`src/rtl/seg7_pkg.sv`:
```
// Shared constants for the seven-segment scan driver: active-low segment
// patterns {g,f,e,d,c,b,a}, the all-anodes-off word, digit slots and scan states.
package seg7_pkg;

    localparam logic [6:0] SEG_0    = 7'b1000000;
    localparam logic [6:0] SEG_1    = 7'b1111001;
    localparam logic [6:0] SEG_2    = 7'b0100100;
    localparam logic [6:0] SEG_3    = 7'b0110000;
    localparam logic [6:0] SEG_4    = 7'b0011001;
    localparam logic [6:0] SEG_5    = 7'b0010010;
    localparam logic [6:0] SEG_6    = 7'b0000010;
    localparam logic [6:0] SEG_7    = 7'b1111000;
    localparam logic [6:0] SEG_8    = 7'b0000000;
    localparam logic [6:0] SEG_9    = 7'b0010000;
    localparam logic [6:0] SEG_DASH = 7'b0111111;
    localparam logic [6:0] SEG_OFF  = 7'h7F;

    localparam logic [7:0] AN_OFF   = 8'hFF;

    // Slot numbers double as anode bit positions and blink_mask bit positions.
    localparam logic [2:0] DIG_S2 = 3'd0;
    localparam logic [2:0] DIG_S1 = 3'd1;
    localparam logic [2:0] DIG_M2 = 3'd2;
    localparam logic [2:0] DIG_M1 = 3'd3;
    localparam logic [2:0] DIG_H2 = 3'd4;
    localparam logic [2:0] DIG_H1 = 3'd5;

    typedef enum logic [1:0] {
        ST_IDLE,
        ST_GUARD,
        ST_DRIVE
    } scan_state_t;

endpackage

```
`src/rtl/bcd_to_seg7.sv`:
```
// Combinational BCD to active-low seven-segment decoder; codes 10-15 show a dash.
module bcd_to_seg7
    import seg7_pkg::*;
(
    input  logic [3:0] bcd,
    output logic [6:0] pattern
);

    always_comb begin
        pattern = SEG_DASH;
        case (bcd)
            4'd0:    pattern = SEG_0;
            4'd1:    pattern = SEG_1;
            4'd2:    pattern = SEG_2;
            4'd3:    pattern = SEG_3;
            4'd4:    pattern = SEG_4;
            4'd5:    pattern = SEG_5;
            4'd6:    pattern = SEG_6;
            4'd7:    pattern = SEG_7;
            4'd8:    pattern = SEG_8;
            4'd9:    pattern = SEG_9;
            default: pattern = SEG_DASH;
        endcase
    end

endmodule

```
`src/rtl/seg7_scan_mux.sv`:
```
// Six-digit multiplexed seven-segment driver with a one-cycle ghost guard,
// per-frame input latch, field blinking and hours-tens leading-zero blanking.
module seg7_scan_mux
    import seg7_pkg::*;
#(
    parameter int CLK_HZ     = 100_000_000,
    parameter int REFRESH_HZ = 1_000,
    parameter int BLINK_HZ   = 2
) (
    input  logic       clk,
    input  logic       rst,
    input  logic [3:0] h1,
    input  logic [3:0] h2,
    input  logic [3:0] m1,
    input  logic [3:0] m2,
    input  logic [3:0] s1,
    input  logic [3:0] s2,
    input  logic [5:0] blink_mask,
    input  logic       lz_en,
    output logic [6:0] seg,
    output logic [7:0] an
);

    localparam int DIV = CLK_HZ / REFRESH_HZ;
    localparam int HB  = CLK_HZ / (2 * BLINK_HZ);
    localparam int PW  = (DIV > 1) ? $clog2(DIV) : 1;
    localparam int BW  = (HB > 1) ? $clog2(HB) : 1;

    logic [PW-1:0] presc;
    logic [BW-1:0] bc;
    logic          blink_ph;
    logic [2:0]    idx;
    logic          started;
    logic [23:0]   frame;
    scan_state_t   state;

    logic          tick;
    logic          bc_wrap;
    logic          latch_now;
    logic [2:0]    idx_next;
    logic [23:0]   live_frame;
    logic [23:0]   frame_next;
    logic [3:0]    digit_next;
    logic [6:0]    pattern_next;
    logic          blank;

    assign tick       = (presc == PW'(DIV - 1));
    assign bc_wrap    = (bc == BW'(HB - 1));
    assign live_frame = {h1, h2, m1, m2, s1, s2};

    // The first tick after reset shows slot 0 instead of advancing, so the
    // frame always starts from the seconds-units digit with fresh data.
    always_comb begin
        latch_now  = !started || (idx == DIG_H1);
        idx_next   = DIG_S2;
        if (started && (idx != DIG_H1)) begin
            idx_next = idx + 3'd1;
        end
        frame_next = latch_now ? live_frame : frame;
        digit_next = frame_next[{idx_next, 2'b00} +: 4];
        blank      = (blink_mask[idx] && !blink_ph) ||
                     ((idx == DIG_H1) && (frame[23:20] == 4'd0) && lz_en);
    end

    bcd_to_seg7 u_dec (
        .bcd     (digit_next),
        .pattern (pattern_next)
    );

    always_ff @(posedge clk) begin
        if (rst) begin
            presc    <= '0;
            bc       <= '0;
            blink_ph <= 1'b1;
        end else begin
            presc <= tick ? '0 : presc + PW'(1);
            bc    <= bc_wrap ? '0 : bc + BW'(1);
            if (bc_wrap) begin
                blink_ph <= ~blink_ph;
            end
        end
    end

    // Tick blanks the anodes and loads the new pattern; the guard cycle then
    // enables the anode, which is held until the next tick.
    always_ff @(posedge clk) begin
        if (rst) begin
            idx     <= DIG_S2;
            started <= 1'b0;
            frame   <= '0;
            state   <= ST_IDLE;
            an      <= AN_OFF;
            seg     <= SEG_OFF;
        end else if (tick) begin
            idx     <= idx_next;
            started <= 1'b1;
            if (latch_now) begin
                frame <= live_frame;
            end
            an    <= AN_OFF;
            seg   <= pattern_next;
            state <= ST_GUARD;
        end else begin
            case (state)
                ST_GUARD: begin
                    state <= ST_DRIVE;
                    if (!blank) begin
                        an <= ~(8'd1 << idx);
                    end
                end
                default: state <= state;
            endcase
        end
    end

endmodule
```
`config.mk`:
```
export PLATFORM = sky130hd
export DESIGN_NAME = seg7_scan_mux
export DESIGN_NICKNAME = d
export VERILOG_FILES = /design/src/rtl/seg7_pkg.sv /design/src/rtl/bcd_to_seg7.sv /design/src/rtl/seg7_scan_mux.sv
export SDC_FILE = /design/constraint.sdc
export NUM_CORES = 1
export LEC_CHECK = 0
export ABC_AREA = 1
export CORE_AREA = 2 2 84 102
export CTS_CLUSTER_DIAMETER = 80
export DETAILED_ROUTE_END_ITERATION = 10
export DIE_AREA = 0 0 86 104
export PLACE_DENSITY_LB_ADDON = 0.2
export SLEW_MARGIN = 20
export SYNTH_ARGS = -nofsm -noshare
export SYNTH_HDL_FRONTEND = slang
export SYNTH_HIERARCHICAL = 1
export SYNTH_SLANG_ARGS = --single-unit
```
`constraint.sdc`:
```
create_clock -name clk -period 4.2 [get_ports clk]
set_input_delay 1.26 -clock clk [delete_from_list [all_inputs] [get_ports clk]]
set_output_delay 1.26 -clock clk [all_outputs]
set_load 0.05 [all_outputs]
```
# After elaboration in Yosys (flattened, before gate mapping)
# Memories as Yosys holds them, arrays and structs flattened. A register that Yosys moved wholly into a read port is not among the register bits.
# Index checks and enable logic that the tools add are counted.
# classes
add_sub_neg	3
multipliers	0
n_div	0
magnitude_cmp	1
n_eq_ne	5
n_shift	2
mux	6
bitwise	3
reduce_logical	13
# op_table
op	count
$add 25x1->25 const B	1
$eq 25x25->1 const B	1
$mux 24	1
$shiftx 24x6->4	1
$add 17x1->17 const B	1
$eq 17x17->1 const B	1
$not 8->8	1
$shl 1x3->8 const A	1
$logic_and 1x1->1	4
$logic_not 4->1	1
$lt 3x4->1 const B	1
$reduce_or 2->1	2
$add 3x1->3 const B	1
$bmux 1 s3	1
$eq 3x3->1 const B	1
$mux 1	3
$mux 3	1
$ne 3x3->1 const B	1
$eq 2x1->1 const B	1
$logic_not 1->1	2
$logic_or 1x1->1	2
$not 1->1	2
$reduce_and 2->1	1
$reduce_bool 2->1	1
# word_totals
regBits	81
latchBits	0
ram_bits	0
rom_bits	112
inputBits	33
out_inout_bits	15
word_cells	43
mem_count	1
# memory_table
name	depth	width	rd	rd_ports_with_merged_regs	wr	line	rtl
(no name shown)	16	7	1	1	0	bcd_to_seg7.sv:11	case (bcd)

# Depth between registers and ports, before layout
# depth
depth_word	6
mapped_depth	20
depth_no_buf	19

# By module
# Netlist, hierarchy kept.
# modules_own_cells
module	n_inst	cells_each	area_per_inst_um2	seq_area_each_um2
seg7_scan_mux	1	672	4495.6	1761.7
bcd_to_seg7	1	35	186.4	0.0

# Worst setup path after synthesis
# Ideal clock, no wire load.
# synth_timing
kind	input port to flip-flop
start	input port s2[1]
end	register seg[3]
arrival_ns	2.439
slack_ns	1.628
stages	15
n_path_buf	0
cell_sequence	inv_1 > nand2_1 > o21ai_0 > inv_1 > nor2_1 > o21ai_0 > nand2_1 > nand2_1 > inv_1 > ha_1 > nand2_1 > nand3_1 > nand2_1 > nand2_1 > nand3_1
# synth_between
elab_chain_cells	2
# synth_lines
item	line	rtl
start, declared	seg7_scan_mux.sv:17	input logic [3:0] s2,
$mux 24	-	
$shiftx 24x6->4	seg7_scan_mux.sv:60	digit_next = frame_next[{idx_next, 2'b00} +: 4];
via digit_next[1]	seg7_scan_mux.sv:43	logic [3:0] digit_next;
end, declared	seg7_scan_mux.sv:20	output logic [6:0] seg,
# The timed path passes the listed nets, and every way through them passes these cells.
# A chain may end at the register's enable or synchronous reset.

# Worst setup path in the final report
# layout_timing
start	register idx[1]
end	register seg[3]
# layout_between
elab_chain_cells	4
# layout_lines
item	line	rtl
start, declared	seg7_scan_mux.sv:32	logic [2:0] idx;
start signal, assigned	seg7_scan_mux.sv:95	idx <= idx_next;
branches (longest 3 deep; another with $add 3x1->3)	-	
$shiftx 24x6->4 (*)	seg7_scan_mux.sv:60	
via digit_next[1]	seg7_scan_mux.sv:43	
# Mark *: on every way through the listed nets, which the timed path passes.

==> metrics.log <==
[metrics] total routing resource utilization after global routing: 0.240
[metrics] share of the yosys chip area belonging to registers: 0.376
[metrics] top fanout value on the critical path: 23
[metrics] remaining antenna violation count: 0
[metrics] Cell Int Power: around 1.2 mW
[metrics] via total after detailed routing: between 4000 and 5000
[metrics] IO buf count: 47
[metrics] number of antenna violations at the first check in global routing: 0
[metrics] share of post-route cells with drive strength above 1: 0.0571
[metrics] slew at the pin closest to its max-slew limit: 0.610 ns
[metrics] gr ovfl total: 0
[metrics] initial cell density of the core: 0.587
[metrics] final worst-path setup slack: a little over 1 ns
[metrics] post-detailed-route DRC marker count: 0
[metrics] unique cell type count in the Yosys netlist: 32
[metrics] clock power share: 0.412
[metrics] first-pass iteration count of the detailed router: 5
[metrics] Ys Warns: 6
[metrics] Mapped Cells: a little over 700
[metrics] max-capacitance violation count: 0
[metrics] CP max stage cell: sky130_fd_sc_hd__nor2_2
[metrics] number of global-route vias before repair: 3995
[metrics] Worst path max stage delay: about 0.57 ns
[metrics] cells along the critical path: inv_1 > ha_1 > nand2_1 > nand2_2 > nor2_2 > inv_1 > o21ai_0 > o21ai_0 > nand2_1 > nand2_1 > inv_1 > ha_1 > nand2_1 > nand3_1 > nand2_1 > nand2_1 > nand3_1
[metrics] clock-pin transition on the worst setup and hold timing paths: about 0.08 ns
[metrics] storage element area: 1760 µm²
[metrics] worst min-delay path class: reg -> reg
[metrics] maximum vdd ir drop: around 0.00019 V
[metrics] RSZ-0062 raised after global routing: false
[metrics] share of power burned in registers: 0.531
[metrics] setup TNS: 0 ns
[metrics] Layout Utilization: 0.676
[metrics] final setup violation count: 0
[metrics] result of the run: finished, final reports clean
[metrics] leakage: 2.22 nW
[metrics] antenna diode instance count: 0
[metrics] synthesis-to-layout area growth: 15.1%
[metrics] most frequent CP cell: sky130_fd_sc_hd__nand2_1
[metrics] Max Clock Skew: 0.00814 ns
[metrics] Layout fillers: 710
[metrics] Cells after DPL: about 830
[metrics] fmax: between 300 and 400 MHz
[metrics] Synth area leaders: sky130_fd_sc_hd__dfxtp_1, sky130_fd_sc_hd__nand2_1, sky130_fd_sc_hd__nor2_1
[metrics] final max-slew violation count: 0
[metrics] detailed-route wire length per cell: approximately 12 µm
[metrics] clock latency on the worst-skew pair: ~0.38 ns
[metrics] filler-free cell count of the finished design: 848
[metrics] Critical Path RT: around 4.5 ns
[metrics] Net Count, Synth: approximately 750
[metrics] Die Area: slightly below 9000 µm²
[metrics] power per unit of standard cell area: 294 nW/µm²
[metrics] WL final: between 10 and 15 mm
[metrics] first-iteration detailed-routing DRC count: 185
[metrics] count of endpoints failing hold in the final timing report: 0
[metrics] TritonCTS clock tree: done
[metrics] cts hold-fix bufs: 0
[metrics] CTS H-tree lvls: 3
[metrics] WP buf/inv: 3
[metrics] core outline area: approximately 8000 µm²
[metrics] Comb power frac: 0.057
[metrics] total setup buffers inserted after CTS: 0
[metrics] type of element launching the critical path: flop
[metrics] Post-Synthesis Mean Instance Area: between 6 and 7 µm²
[metrics] worst-case headroom to the max-slew limit: 0.593
[metrics] switching part of the total: 0.224
[metrics] Synth top area share: 0.376
[metrics] Placer Congestion: 0.909
[metrics] Worst Setup End Kind: flop
[metrics] first-pass GRT wire length: 17.5 mm
[metrics] post-layout power: around 1.6 mW
[metrics] share of the clock period used by the worst path: 0.756
[metrics] Vert. Die Dim: between 100 and 150 µm
[metrics] post-synthesis cell type with the largest combined area: sky130_fd_sc_hd__dfxtp_1
[metrics] path type of the worst setup path: reg -> reg
[metrics] shortest clock period the worst path allows after layout: roughly 3.2 ns
[metrics] post-cts sizing count: 0
[metrics] number of buffers on the longest clock path: 2
[metrics] Root Driver: sky130_fd_sc_hd__clkbuf_8
[metrics] Core Rows: 36
[metrics] half-perimeter wire length after placement: about 7.6 mm
[metrics] number of vias per cell after detailed routing: ~5.3
[metrics] mapped cell area: roughly 4700 µm²
[metrics] I/O pins: 48
[metrics] total area of multi-input combinational cells: about 2500 µm²
[metrics] number of storage elements in the synthesis netlist: 88
[metrics] number of nets in the layout: between 700 and 800
[metrics] arrival time worst endpoint: 3.50 ns
[metrics] Die Span X: ~86 µm
[metrics] cts bufs inserted: 9
[metrics] CTS sink cnt: 88
[metrics] maximum number of pins on one net before global-route repair: 38
[metrics] setup slack at placement: 0.914 ns
[metrics] Largest delay share family, worst path: simple AND/OR/NAND/NOR gates
[metrics] sw power: roughly 0.36 mW
layout make-up:
type / instances / share of cell area
Sequential cell: 88 / 0.327
Timing Repair Buffer: 49 / 0.0901
Clock buffer: 10 / 0.0255
Tap cell: 95 / 0.0221
Inverter: 83 / 0.0578
Multi-Input combinational cell: 517 / 0.462
Clock inverter: 6 / 0.0153
metrics by stage:
step	cell area [µm²]	hold slack (ns)
2_1_floorplan	4680	0.417
3_3_place_gp	5170	0.428
3_5_place_dp	5170	0.441
4_1_cts	5390	0.454
5_1_grt	5390	0.480
6_report	5390	0.450
registers in the layout (all words and copies together) (netlist names):
signal / flops
started: 1
an: 8
state: 2
seg: 7
idx: 3
presc: 17
blink_ph: 1
bc: 25
frame: 24
power groups by stage:
stage | sequential (mW) | clock, mW | combinational (mW)
final | 0.841 | 0.653 | 0.0905
after global routing | 0.842 | 0.694 | 0.100
after CTS | 0.841 | 0.660 | 0.0907
after detailed placement | 0.861 | 0 | 0.0902
after global placement | 0.861 | 0 | 0.0878
after floorplan | 0.860 | 0 | 0.0486
worst reg2reg max path, stage by stage (launching register included):
cell                      delay [ns]
sky130_fd_sc_hd__dfxtp_1        0.35
sky130_fd_sc_hd__inv_1          0.11
sky130_fd_sc_hd__ha_1           0.23
sky130_fd_sc_hd__nand2_1        0.12
sky130_fd_sc_hd__nand2_2        0.25
sky130_fd_sc_hd__nor2_2         0.57
sky130_fd_sc_hd__inv_1          0.18
sky130_fd_sc_hd__o21ai_0        0.23
sky130_fd_sc_hd__o21ai_0        0.13
sky130_fd_sc_hd__nand2_1        0.08
sky130_fd_sc_hd__nand2_1        0.11
sky130_fd_sc_hd__inv_1          0.15
sky130_fd_sc_hd__ha_1           0.25
sky130_fd_sc_hd__nand2_1        0.09
sky130_fd_sc_hd__nand3_1        0.08
sky130_fd_sc_hd__nand2_1        0.06
sky130_fd_sc_hd__nand2_1        0.05
sky130_fd_sc_hd__nand3_1        0.08
synth_stat cells:
master / n
sky130_fd_sc_hd__nand4_1: 12
sky130_fd_sc_hd__o211ai_1: 1
sky130_fd_sc_hd__buf_6: 1
sky130_fd_sc_hd__nor3_2: 2
sky130_fd_sc_hd__xnor2_1: 3
sky130_fd_sc_hd__o21ai_0: 44
sky130_fd_sc_hd__nand3b_1: 3
sky130_fd_sc_hd__buf_2: 5
sky130_fd_sc_hd__clkbuf_2: 2
sky130_fd_sc_hd__nand2_1: 189
sky130_fd_sc_hd__xor2_1: 15
sky130_fd_sc_hd__or2_2: 3
sky130_fd_sc_hd__nor2_2: 2
sky130_fd_sc_hd__nor3b_1: 1
sky130_fd_sc_hd__o21ai_2: 4
sky130_fd_sc_hd__ha_1: 13
sky130_fd_sc_hd__nand3_4: 1
sky130_fd_sc_hd__nor3_4: 1
sky130_fd_sc_hd__a21oi_1: 31
sky130_fd_sc_hd__inv_2: 5
sky130_fd_sc_hd__buf_4: 8
sky130_fd_sc_hd__nor2_4: 1
sky130_fd_sc_hd__or2_1: 1
sky130_fd_sc_hd__nor3b_2: 1
sky130_fd_sc_hd__nand3_1: 57
sky130_fd_sc_hd__nor3_1: 22
sky130_fd_sc_hd__nand2_2: 5
sky130_fd_sc_hd__clkbuf_1: 3
sky130_fd_sc_hd__dfxtp_1: 88
sky130_fd_sc_hd__inv_1: 78
sky130_fd_sc_hd__nor2_1: 104
sky130_fd_sc_hd__or2_0: 1
routing by layer:
metal	vias up	global-route usage	part of all wire
met1	2023	0.305	0.43
met4	0	0.0896	0.022
met5	-	0	0
met3	19	0.0508	0.041
li1	2328	-	-
met2	91	0.396	0.50
cell usage in the layout, fill, tap and decap left out, types with 2 or more instances in the layout:
cell                              instances
sky130_fd_sc_hd__nor2_1                 104
sky130_fd_sc_hd__or2_2                    3
sky130_fd_sc_hd__ha_1                    13
sky130_fd_sc_hd__nand3b_1                 3
sky130_fd_sc_hd__dfxtp_1                 88
sky130_fd_sc_hd__inv_1                   78
sky130_fd_sc_hd__bufinv_16                2
sky130_fd_sc_hd__xor2_1                  15
sky130_fd_sc_hd__inv_2                    5
sky130_fd_sc_hd__clkinv_2                 3
sky130_fd_sc_hd__a21oi_1                 31
sky130_fd_sc_hd__xnor2_1                  3
sky130_fd_sc_hd__nand2_1                189
sky130_fd_sc_hd__nor2_2                   2
sky130_fd_sc_hd__nand3_1                 57
sky130_fd_sc_hd__o21ai_2                  4
sky130_fd_sc_hd__nand4_1                 12
sky130_fd_sc_hd__clkdlybuf4s50_1         47
sky130_fd_sc_hd__nand2_2                  5
sky130_fd_sc_hd__nor3_1                  22
sky130_fd_sc_hd__nor3_2                   2
sky130_fd_sc_hd__clkbuf_8                10
sky130_fd_sc_hd__o21ai_0                 44
sky130_fd_sc_hd__buf_4                    2
kinds of logic (layout without fill, tap and decap cells):
kind of cell	count (synthesis)	count (layout)	share of synthesized area
AO/OA/AOI/OAI	80	80	0.0893
XOR/XNOR	18	18	0.0337
adder cells (fa/ha/maj)	13	13	0.0347
buffers and inverters	102	148	0.0917
flip-flops	88	88	0.376
AND/OR/NAND/NOR	406	406	0.374
worst paths after layout:
path / cells past startpoint / slack [ns] / endpoint / start
min reg2reg: 1 / 0.45 / bc[0] / bc[0]
max: 17 / 1.02 / seg[3] / idx[1]
min: 1 / 0.45 / bc[0] / bc[0]
max reg2reg: 17 / 1.02 / seg[3] / idx[1]
No activity file was read; power rests on OpenSTA's default activity.
